--- src/rtl/ustawienie_zakresu.sv ---
// Multi-cycle bit-range unit: SET/CLEAR/TOGGLE/COUNT over the inclusive index range [B..C] of A,
// one bit per clock, under a start/busy/done handshake.
module ustawienie_zakresu #(
    parameter int unsigned BITS = 32
) (
    input  logic                   i_clk,
    input  logic                   i_rst,
    input  logic                   i_start,
    input  logic [1:0]             i_mode,
    input  logic signed [BITS-1:0] i_arg_A,
    input  logic signed [BITS-1:0] i_arg_B,
    input  logic signed [BITS-1:0] i_arg_C,
    output logic signed [BITS-1:0] o_result,
    output logic                   o_error,
    output logic                   o_busy,
    output logic                   o_done
);

    localparam int unsigned IdxW = $clog2(BITS);
    localparam logic signed [BITS-1:0] MaxIdx = $signed(BITS'(BITS - 1));

    typedef enum logic [1:0] {StIdle, StRun, StDone} state_e;
    typedef enum logic [1:0] {ModeSet, ModeClear, ModeToggle, ModeCount} mode_e;

    state_e            state_q, state_d;
    mode_e             mode_q, mode_d;
    logic [BITS-1:0]   a_q, a_d;
    logic [BITS-1:0]   count_q, count_d;
    logic [BITS-1:0]   result_q, result_d;
    logic              error_q, error_d;
    logic [IdxW-1:0]   idx_q, idx_d;
    logic [IdxW-1:0]   last_q, last_d;

    logic              args_bad;
    logic              bit_new;
    logic [BITS-1:0]   a_new;
    logic [BITS-1:0]   count_new;

    // Both indices are signed, so a negative value fails the sign test before any compare matters.
    assign args_bad = i_arg_B[BITS-1] | i_arg_C[BITS-1] | (i_arg_B > MaxIdx) |
                      (i_arg_C > MaxIdx) | (i_arg_B > i_arg_C);

    // State register
    always_ff @(posedge i_clk) begin
        if (i_rst) begin
            state_q <= StIdle;
        end else begin
            state_q <= state_d;
        end
    end

    // Next-state logic
    always_comb begin
        state_d = state_q;
        unique case (state_q)
            StIdle:  if (i_start) state_d = args_bad ? StDone : StRun;
            StRun:   if (idx_q == last_q) state_d = StDone;
            StDone:  state_d = StIdle;
            default: state_d = StIdle;
        endcase
    end

    // Output logic
    always_comb begin
        o_busy   = (state_q == StRun);
        o_done   = (state_q == StDone);
        o_result = result_q;
        o_error  = error_q;
    end

    // Bit operation at the current index
    always_comb begin
        unique case (mode_q)
            ModeSet:    bit_new = 1'b1;
            ModeClear:  bit_new = 1'b0;
            ModeToggle: bit_new = ~a_q[idx_q];
            default:    bit_new = a_q[idx_q];
        endcase
        a_new          = a_q;
        a_new[idx_q]   = bit_new;
        count_new      = count_q + BITS'(a_q[idx_q]);
    end

    always_comb begin
        a_d      = a_q;
        mode_d   = mode_q;
        count_d  = count_q;
        result_d = result_q;
        error_d  = error_q;
        idx_d    = idx_q;
        last_d   = last_q;
        unique case (state_q)
            StIdle: begin
                if (i_start) begin
                    if (args_bad) begin
                        error_d  = 1'b1;
                        result_d = '0;
                    end else begin
                        error_d = 1'b0;
                        a_d     = i_arg_A;
                        mode_d  = mode_e'(i_mode);
                        idx_d   = i_arg_B[IdxW-1:0];
                        last_d  = i_arg_C[IdxW-1:0];
                        count_d = '0;
                    end
                end
            end
            StRun: begin
                a_d     = a_new;
                count_d = count_new;
                // Result is loaded on the final edge so it is already valid during the done pulse.
                if (idx_q == last_q) begin
                    result_d = (mode_q == ModeCount) ? count_new : a_new;
                end else begin
                    idx_d = idx_q + IdxW'(1);
                end
            end
            default: ;
        endcase
    end

    always_ff @(posedge i_clk) begin
        if (i_rst) begin
            a_q      <= '0;
            mode_q   <= ModeSet;
            count_q  <= '0;
            result_q <= '0;
            error_q  <= 1'b0;
            idx_q    <= '0;
            last_q   <= '0;
        end else begin
            a_q      <= a_d;
            mode_q   <= mode_d;
            count_q  <= count_d;
            result_q <= result_d;
            error_q  <= error_d;
            idx_q    <= idx_d;
            last_q   <= last_d;
        end
    end

endmodule

--- config.mk ---
export PLATFORM = sky130hd
export DESIGN_NAME = ustawienie_zakresu
export DESIGN_NICKNAME = d
export VERILOG_FILES = /design/src/rtl/ustawienie_zakresu.sv
export SDC_FILE = /design/constraint.sdc
export NUM_CORES = 1
export LEC_CHECK = 0
export ABC_CLOCK_PERIOD_IN_PS = 3900
export CORE_ASPECT_RATIO = 1.5
export CORE_MARGIN = 4
export CORE_UTILIZATION = 28
export DETAILED_ROUTE_END_ITERATION = 8
export PLACE_DENSITY_LB_ADDON = 0.1
export SLEW_MARGIN = 10
export SYNTH_ARGS = -nofsm -noshare
export SYNTH_HDL_FRONTEND = slang
export SYNTH_SLANG_ARGS = --single-unit
--- constraint.sdc ---
create_clock -name i_clk -period 3.9 [get_ports i_clk]
set_clock_uncertainty 0.15 [all_clocks]
set_input_delay 0.78 -clock i_clk [delete_from_list [all_inputs] [get_ports i_clk]]
set_output_delay 0.78 -clock i_clk [all_outputs]
set_load 0.005 [all_outputs]
==> results.md, run 1 <==
- Crit start category: flip-flop
- Pin slew with the least headroom to its limit: 0.8403 ns
- Most common cell after layout, fill and taps aside: clkdlybuf4s50_1
- Crit share post-route: 0.9652
- Total Power: 2.486 mW
- Pre-antenna DRT Iters: 5
- Pre-CTS setup slack: -0.1240 ns
- Final GP Congestion: 0.9539
- Syn_nets: about 1200
- Non-filler cells in the finished layout: 1606
- Area delta synth->final: 32.14%
- Gr usage total: 0.2017
- Status: finished, final reports clean
- Worst hold path class: reg -> reg
- Max-Cap Viols: 0
- Initial antenna violation count: 0
- FILL cells: 3101
- Maximum clock frequency: 0.2656 GHz
- Leading cell types in the layout, fill and taps excluded: 134 x clkdlybuf4s50_1, 111 x dfxtp_1, 91 x nor2_1, 91 x buf_4, 89 x nand2_1
- Die height: 217.0 µm
- PortBufs: ~140
- Layout cells sized above 1: 0.1258
- Clk Latency, worst-skew pair: 0.39 ns
- Pin count of the biggest net entering global routing: around 80
- Post-synthesis cell count: 1056
- Critical path peak fanout: 4
- Leakage: slightly below 4 nW
- Distinct cells, synth: 66
- PnR worst setup slack: 0.1355 ns
- Area of the multi-input gates: 5411 µm²
- Ys flop type: dfxtp_1
- Post-DR vias/cell: 5.307
- CTS tree: built
- Crit path kind: reg -> reg
- Reg area: between 2000 and 2500 µm²
- Worst hold margin: 0.3146 ns
- CTS max path bufs: 2
- Max-slew headroom: 0.4398
- Final core occ: 0.3753
- Initial DRC Count: 480
- Avg Cell Area, Syn: 7.723 µm²
- Die ar.: 31980 µm²
- Row Count: 76
- Routed Antenna Nets: 0
- Clk root buf: clkbuf_16
- Routed WL per cell: 20.34 µm
- Fin area: 10780 µm²
- WL final: 32.67 mm
- Post-CTS setup buffer count: 0
- FF+latch count, synth: 111
- Syn Std Cell Area: 8155 µm²
- Via count: 8523
- H-tree Lvls: 3
- Post-DP HPWL: ~25 mm
- Synthesis warning total: 0
- CTS Buf Count: 9
- Tmin final: 3.764 ns
- Initial core utilization: 0.2840
- DRC: 0
- CTS Sinks: 111
- IO Count: between 100 and 150
- Slew Limit Fails: 0
- Worst VDD drop: 164.5 µV
- Post-synthesis async set-or-reset flop share: 0
- Net count reported at finish: 1351
- EDFF count, synth: 0
- Setup_tns: 0 ns
- Cts hold-fix bufs: 0
- CP required: 4.06 ns
- RSZ-0062 raised after global routing: no
- Crit path capture type: flip-flop
- Critical Path AT: about 3.9 ns
- Core area: 28720 µm²
- Ant. Diodes: 0
- Placed Cells: 1590
- Seq/Total Area, Yosys: 0.2725
- Final setup viols: 0
- Placed Area: 10450 µm²
- Final hold violation count: 0
- Vias in the first global route: around 8400
- Grt total ovfl: 0
- Clock transition at the registers of the reported paths: 0.08 ns
- Cell Pwr Density: 230.7 nW/µm²
- Die width: 147.3 µm
- First-pass GRT wire length: roughly 50 mm
## layer usage
layer  wire [µm]  vias to the layer above  track usage
met4        1495                        0       0.1023
met2       16460                      200       0.3577
met3        1360                       45      0.03041
met5           0                        -            0
li1            -                     4242            -
met1       13360                     4036       0.2349
## worst max-delay path, stage by stage, from the launching register on
cell	delay, ns
dfxtp_1	0.41
mux4_2	0.48
and3b_1	0.17
o31a_1	0.27
or3_4	0.39
nor2_1	0.17
inv_2	0.05
ha_1	0.21
buf_4	0.15
and2_1	0.16
nand2_1	0.09
nor4_1	0.10
and3_1	0.20
nor3_1	0.20
o311ai_0	0.32
o21ai_0	0.17
## synth_stat cells, types with 10 or more instances
cell,count,share of area
nor3_1,13,0.0080
dfxtp_1,111,0.27
a22o_1,18,0.019
xnor2_1,14,0.015
and2_1,11,0.0084
nor2_1,91,0.042
nor4_1,18,0.014
a211oi_1,71,0.065
ha_1,39,0.060
inv_1,45,0.021
and4_1,10,0.011
o31ai_1,12,0.011
nand2b_1,17,0.013
mux2i_1,30,0.037
o21ai_0,58,0.036
nand2_1,89,0.041
nand4_1,16,0.012
clkbuf_1,76,0.035
nand3_1,40,0.025
a311oi_1,29,0.031
xor2_1,19,0.020
a21oi_1,81,0.050
and3_1,19,0.015
mux2_2,18,0.025
a31oi_1,10,0.0077
## flip-flops by register name, summed over array words and instances, names as in the netlist
register and flops:
a_q 32, count_q 32, idx_q 5, last_q 5
mode_q 2, o_error 1, o_result 32, state_q 2
## power by group
group	internal [mW]	leakage (nW)	switching (mW)
logic	0.174	2.86	0.153
registers	1.14	0.895	0.0101
clock network	0.533	0.152	0.476
## final timing paths
check,slack (ns),depth (start not counted),to,startpoint
min,0.31,1,o_result[26],o_result[26]
max,0.14,15,o_result[25],a_q[22]
min reg2reg,0.31,1,o_result[26],o_result[26]
max reg2reg,0.14,15,o_result[25],a_q[22]
## area by class of cell
type | instances | share of cell area
inverters | 47 | 0.01637
multi-input cells | 809 | 0.5021
clock inverters | 5 | 0.005225
flip-flops and latches | 111 | 0.2062
repair buffers | 233 | 0.2013
clock buffers | 11 | 0.02345
well taps | 390 | 0.04528
## cells by family (layout without fill, tap and decap cells)
kind of cell | after synthesis | in the layout | synth area share
flops | 111 | 111 | 0.2725
simple gates | 348 | 348 | 0.2116
mux | 51 | 51 | 0.06996
fa+ha+maj | 39 | 39 | 0.05983
compound gates | 338 | 338 | 0.2841
buf+inv | 136 | 296 | 0.06658
xor+xnor | 33 | 33 | 0.03544
## timing repair
item,in CTS,in global routing
endpoints found under the setup margin,0,13
resized for setup,0,3
endpoints found under the hold margin,0,0
Note: power is estimated with default switching activity, not from simulation.
==> run 2, diff against run 1 <==
RECOVER_POWER = 25   (was default)
SLEW_MARGIN = 5   (was 10)
==> run 2 against run 1 <==
Compared with the run above:
- maximum frequency barely moved
- sequential power about the same
- flip-flop and latch count stayed put
- total power about the same
- global-route usage unchanged
- routed wire length fell by 0.16%
- first-iteration DRC count decreased by 1.9%
- utilization did not move
- hold slack got worse by 0.0050 ns
- clock power barely moved
- die area stayed put
- critical path type unchanged
- largest power group unchanged
==> results.md, run 2 (same netlist as run 1, synthesis figures left out) <==
- Worst r2r dst: o_result[25]
- PnR worst setup slack: 0.1360 ns
- Area delta synth->final: 32.14%
- Non-filler cells in the finished layout: 1606
- CTS Sinks: roughly 110
- CTS tree: built
- Reg area: 2222 µm²
- Critical Path AT: 3.93 ns
- Grt total ovfl: 0
- Worst hold path class: reg -> reg
- Row Count: 76
- R2R setup slack: 0.14 ns
- Cell Pwr Density: 230.7 nW/µm²
- CP required: just over 4 ns
- PortBufs: 135
- Die ar.: 31980 µm²
- Cts hold-fix bufs: 0
- Area of the multi-input gates: 5411 µm²
- Critical Path Source: a_q[22]
- Worst path depth: 15
- Final hold violation count: 0
- Pin slew with the least headroom to its limit: 0.8410 ns
- Post-DP HPWL: 25.14 mm
- H-tree Lvls: 3
- Slew Limit Fails: 0
- IO Count: 136
- Crit path capture type: flip-flop
- FILL cells: approximately 3100
- Die height: between 200 and 250 µm
- Core area: 28720 µm²
- WL final: 32.62 mm
- Initial antenna violation count: 0
- Tmin final: 3.764 ns
- Worst Reg-to-Reg Cells: 15
- Pre-antenna DRT Iters: 6
- CTS max path bufs: 2
- Crit path to: o_result[25]
- CP bufs+invs: 2
- Total Power: roughly 2.5 mW
- Max-slew headroom: 0.4394
- Post-DR vias/cell: 5.289
- Final GP Congestion: roughly 0.95
- Net count reported at finish: between 1000 and 1500
- Clk root buf: clkbuf_16
- Ant. Diodes: 0
- DRC: 0
- Routed WL per cell: 20.31 µm
- Critical path peak fanout: 4
- Initial DRC Count: 471
- Leakage: around 4.0 nW
- Leading cell types in the layout, fill and taps excluded: 111 x dfxtp_1, 100 x clkdlybuf4s50_1, 91 x nor2_1
- Crit share post-route: 0.9651
- Placed Cells: 1590
- R2R Path Start: a_q[22]
- Placed Area: 10450 µm²
- First-pass GRT wire length: just under 50 mm
- Crit path kind: reg -> reg
- Vias in the first global route: 8411
- RSZ-0062 raised after global routing: no
- Worst VDD drop: about 160 µV
- Maximum clock frequency: 0.2657 GHz
- Final core occ: 0.3753
- Most common cell after layout, fill and taps aside: dfxtp_1
- Fin area: 10780 µm²
- Slowest stage cell on the critical path: mux4_2
- Delay-heaviest family, CP: simple AND/OR/NAND/NOR gates
- Initial core utilization: 0.2840
- Clk Latency, worst-skew pair: 0.39 ns
- CTS Buf Count: 9
- CP max stage delay: 0.48 ns
- Clock transition at the registers of the reported paths: 0.08 ns
- Via count: roughly 8500
- Pin count of the biggest net entering global routing: 82
- Layout cells sized above 1: 0.1250
- Worst path cell trace: mux4_2 > and3b_1 > o31a_1 > or3_4 > nor2_1 > inv_2 > ha_1 > buf_4 > and2_1 > nand2_1 > nor4_1 > and3_1 > nor3_1 > o311ai_0 > o21ai_0
- Die width: 147.3 µm
- Gr usage total: 0.2017
- Pre-CTS setup slack: -0.1240 ns
- Final setup viols: 0
- Worst hold margin: 0.3096 ns
- Routed Antenna Nets: 0
- Status: finished, final reports clean
- Crit start category: flip-flop
- Max-Cap Viols: 0
- Setup_tns: 0 ns
==> run 2: cell count changes in the layout (fill, tap and decap cells not counted), sizes merged <==
cell | before | now
clkdlybuf4s50 | 134 | 100
dlygate4sd3 | 0 | 34
buf | 99 | 98
clkbuf | 11 | 12
==> run 2: worst min path at each step <==
stage                       startpoint           end  cells past startpoint
after detailed placement  o_result[26]  o_result[26]                      1
final                     o_result[26]  o_result[26]                      1
after global routing       o_result[7]   o_result[7]                      1
after floorplan           o_result[24]  o_result[24]                      1
after global placement     o_result[7]   o_result[7]                      1
after CTS                  o_result[7]   o_result[7]                      1
==> run 2: metal layers <==
metal  wire (µm)  GRT usage
met1       13400     0.2349
met2       16420     0.3577
met3        1291    0.03041
met4        1501     0.1023
met5           0          0
==> run 2: timing repair <==
item                                    CTS  global route
endpoints found under the setup margin    0            13
resized for setup                         0             3
hold endpoints to repair                  0             0
setup buffers                             0             0
==> run 2: report_power, final <==
part,leakage [nW],total [mW],switching [mW],internal [mW]
clock,0.152,1.01,0.477,0.533
sequential,0.895,1.15,0.0101,1.14
combinational,2.99,0.327,0.153,0.173
total,4.03,2.49,0.640,1.85
==> run 2: area by class of cell <==
cell class	instances	share of cell area
Multi-Input combinational cell	809	0.5021
Sequential cell	111	0.2062
Timing Repair Buffer	233	0.2013
Tap cell	390	0.04528
Clock buffer	11	0.02345
Inverter	47	0.01637
Clock inverter	5	0.005225
==> run 3, diff against run 2 <==
ABC_CLOCK_PERIOD_IN_PS = 4600   (was 3900)
RECOVER_POWER = 50   (was 25)
clock period = 4.6 ns   (was 3.9 ns; I/O delays follow)
==> run 3 against run 2 <==
Compared with the run above:
- setup slack improved by 0.35 ns
- cell area is 4.6% lower
- critical path depth decreased by 4
==> results.md, run 3 (same netlist as run 1, synthesis figures left out) <==
- CTS Sinks: 111
- Setup_tns: 0 ns
- Net count reported at finish: 1300
- Initial DRC Count: 589
- Leakage: 3.749 nW
- Worst r2r dst: o_result[10]
- Max-slew headroom: 0.4074
- Hold path endpoint: o_result[24]
- Via count: 8375
- CTS max path bufs: 2
- Cell Pwr Density: between 150 and 200 nW/µm²
- Post-DR vias/cell: approximately 5.4
- Delay-heaviest family, CP: compound AO/OA/AOI/OAI gates
- Routed Antenna Nets: 0
- PortBufs: roughly 140
- H-tree Lvls: 3
- Pre-antenna DRT Iters: 5
- Hold_sp: o_result[24]
- Cts hold-fix bufs: 0
- Initial core utilization: 0.2840
- Worst VDD drop: 135.4 µV
- Placed Cells: about 1500
- Post-DP HPWL: about 24 mm
- Ant. Diodes: 0
- Routed WL per cell: 20.72 µm
- Die width: 147.3 µm
- Core area: between 20000 and 30000 µm²
- Slew Limit Fails: 0
- Cell mode on critical path: a21oi_1
- Crit path kind: in -> reg
- Slowest stage cell on the critical path: clkbuf_2
- Maximum clock frequency: about 0.24 GHz
- Pin slew with the least headroom to its limit: ~0.89 ns
- Final GP Congestion: between 0.8 and 0.9
- Final setup viols: 0
- First-pass GRT wire length: 49.50 mm
- CTS tree: built
- Critical Path AT: 4.29 ns
- WL final: 32.22 mm
- Non-filler cells in the finished layout: about 1600
- Max-Cap Viols: 0
- RSZ-0062 raised after global routing: no
- Final hold violation count: 0
- Layout cells sized above 1: 0.08240
- Grt total ovfl: 0
- Area delta synth->final: 26.10%
- DRC: 0
- Leading cell types in the layout, fill and taps excluded: 111 x dfxtp_1, 99 x clkdlybuf4s50_1, 91 x nor2_1
- Worst hold path stage count: 1
- Crit path capture type: flip-flop
- Worst Reg-to-Reg Cells: 16
- Clk Latency, worst-skew pair: 0.39 ns
- IO Count: between 100 and 150
- CTS resizes: 0
- CP max stage delay: 0.69 ns
- Pin count of the biggest net entering global routing: 74
- R2R setup slack: 0.56 ns
- CP required: 4.77 ns
- Crit start category: input port
- Worst path cell trace: dlygate4sd3_1 > inv_1 > ha_1 > a21oi_1 > o21ai_0 > a221o_1 > o31ai_1 > o2111ai_1 > a21oi_1 > clkbuf_2 > a22o_1
- Row Count: 76
- Crit share post-route: 0.8953
- Critical path peak fanout: 30
- Initial antenna violation count: 0
- Clk root buf: clkbuf_16
- Clock transition at the registers of the reported paths: 0.07 ns
- Die height: around 220 µm
- Most common cell after layout, fill and taps aside: dfxtp_1
- Worst hold path class: reg -> reg
- CTS Buf Count: 9
- Vias in the first global route: 8377
- Total Power: 2.050 mW
- Die ar.: approximately 32000 µm²
- Post-CTS setup buffer count: 0
- Status: finished, final reports clean
- Gr usage total: 0.1999
- Tmin final: 4.118 ns
- CP bufs+invs: 3
- R2R Path Start: idx_q[3]
run 3: changes by cell type in the layout (fill, tap and decap cells not counted), sizes merged:
cell / delta
buf: -52
clkbuf: +2
clkinv: -2
bufinv: -1
clkdlybuf4s50: -1
clkinvlp: +1
dlygate4sd3: +1
inv: +1
run 3: layout make-up:
type,count,area [µm²]
clock buffer,12,256.5
clock inverter,4,28.78
fill,3104,18430
inverter,47,176.4
multi-input combinational,809,5393
sequential,111,2222
tap,390,488.0
timing repair buffer,182,1719
run 3: metal layers:
metal  vias to the layer above  global-route usage  share of wire
li1                       4149                   -              -
met1                      3957              0.2357           0.41
met2                       223              0.3637           0.51
met3                        46             0.03187          0.043
met4                         0             0.07307          0.031
met5                         -                   0              0
run 3: report_power, final:
| group | internal [mW] | switching, mW |
|---|---|---|
| Clock | 0.399 | 0.410 |
| Combinational | 0.138 | 0.128 |
| Sequential | 0.966 | 0.00891 |
run 3: worst reg2reg max path: cells and delay by family, from the launching register on:
| family | cells | cell delay [ns] |
|---|---|---|
| compound gates | 4 | 0.81 |
| xor+xnor | 1 | 0.29 |
| fa+ha+maj | 2 | 0.38 |
| buf+inv | 2 | 0.25 |
| flops | 1 | 0.77 |
| mux | 1 | 0.34 |
| simple gates | 6 | 1.01 |
run 3: through the flow:
step | setup slack [ns] | cell area (µm²) | hold slack (ns) | utilization
4_1_cts | 0.5044 | 10300 | 0.3061 | 0.3588
3_5_place_dp | 0.2790 | 10020 | 0.2895 | 0.3489
2_1_floorplan | 0.8544 | 8155 | 0.3007 | -
6_report | 0.4816 | 10280 | 0.2958 | 0.3581
5_1_grt | 0.2717 | 10280 | 0.3278 | 0.3581
3_3_place_gp | 0.3293 | 10020 | 0.2847 | 0.3489
run 3: worst max-delay path by stage:
stage	slack (ns)	to	start	depth (start not counted)
floorplan	0.85	o_result[20]	idx_q[3]	16
global placement	0.33	idx_q[0]	i_arg_C[14]	11
detailed placement	0.28	idx_q[0]	i_arg_C[7]	11
CTS	0.50	o_result[10]	idx_q[3]	17
global route	0.27	o_result[20]	i_arg_C[7]	11
finish	0.48	o_result[21]	i_arg_C[7]	11
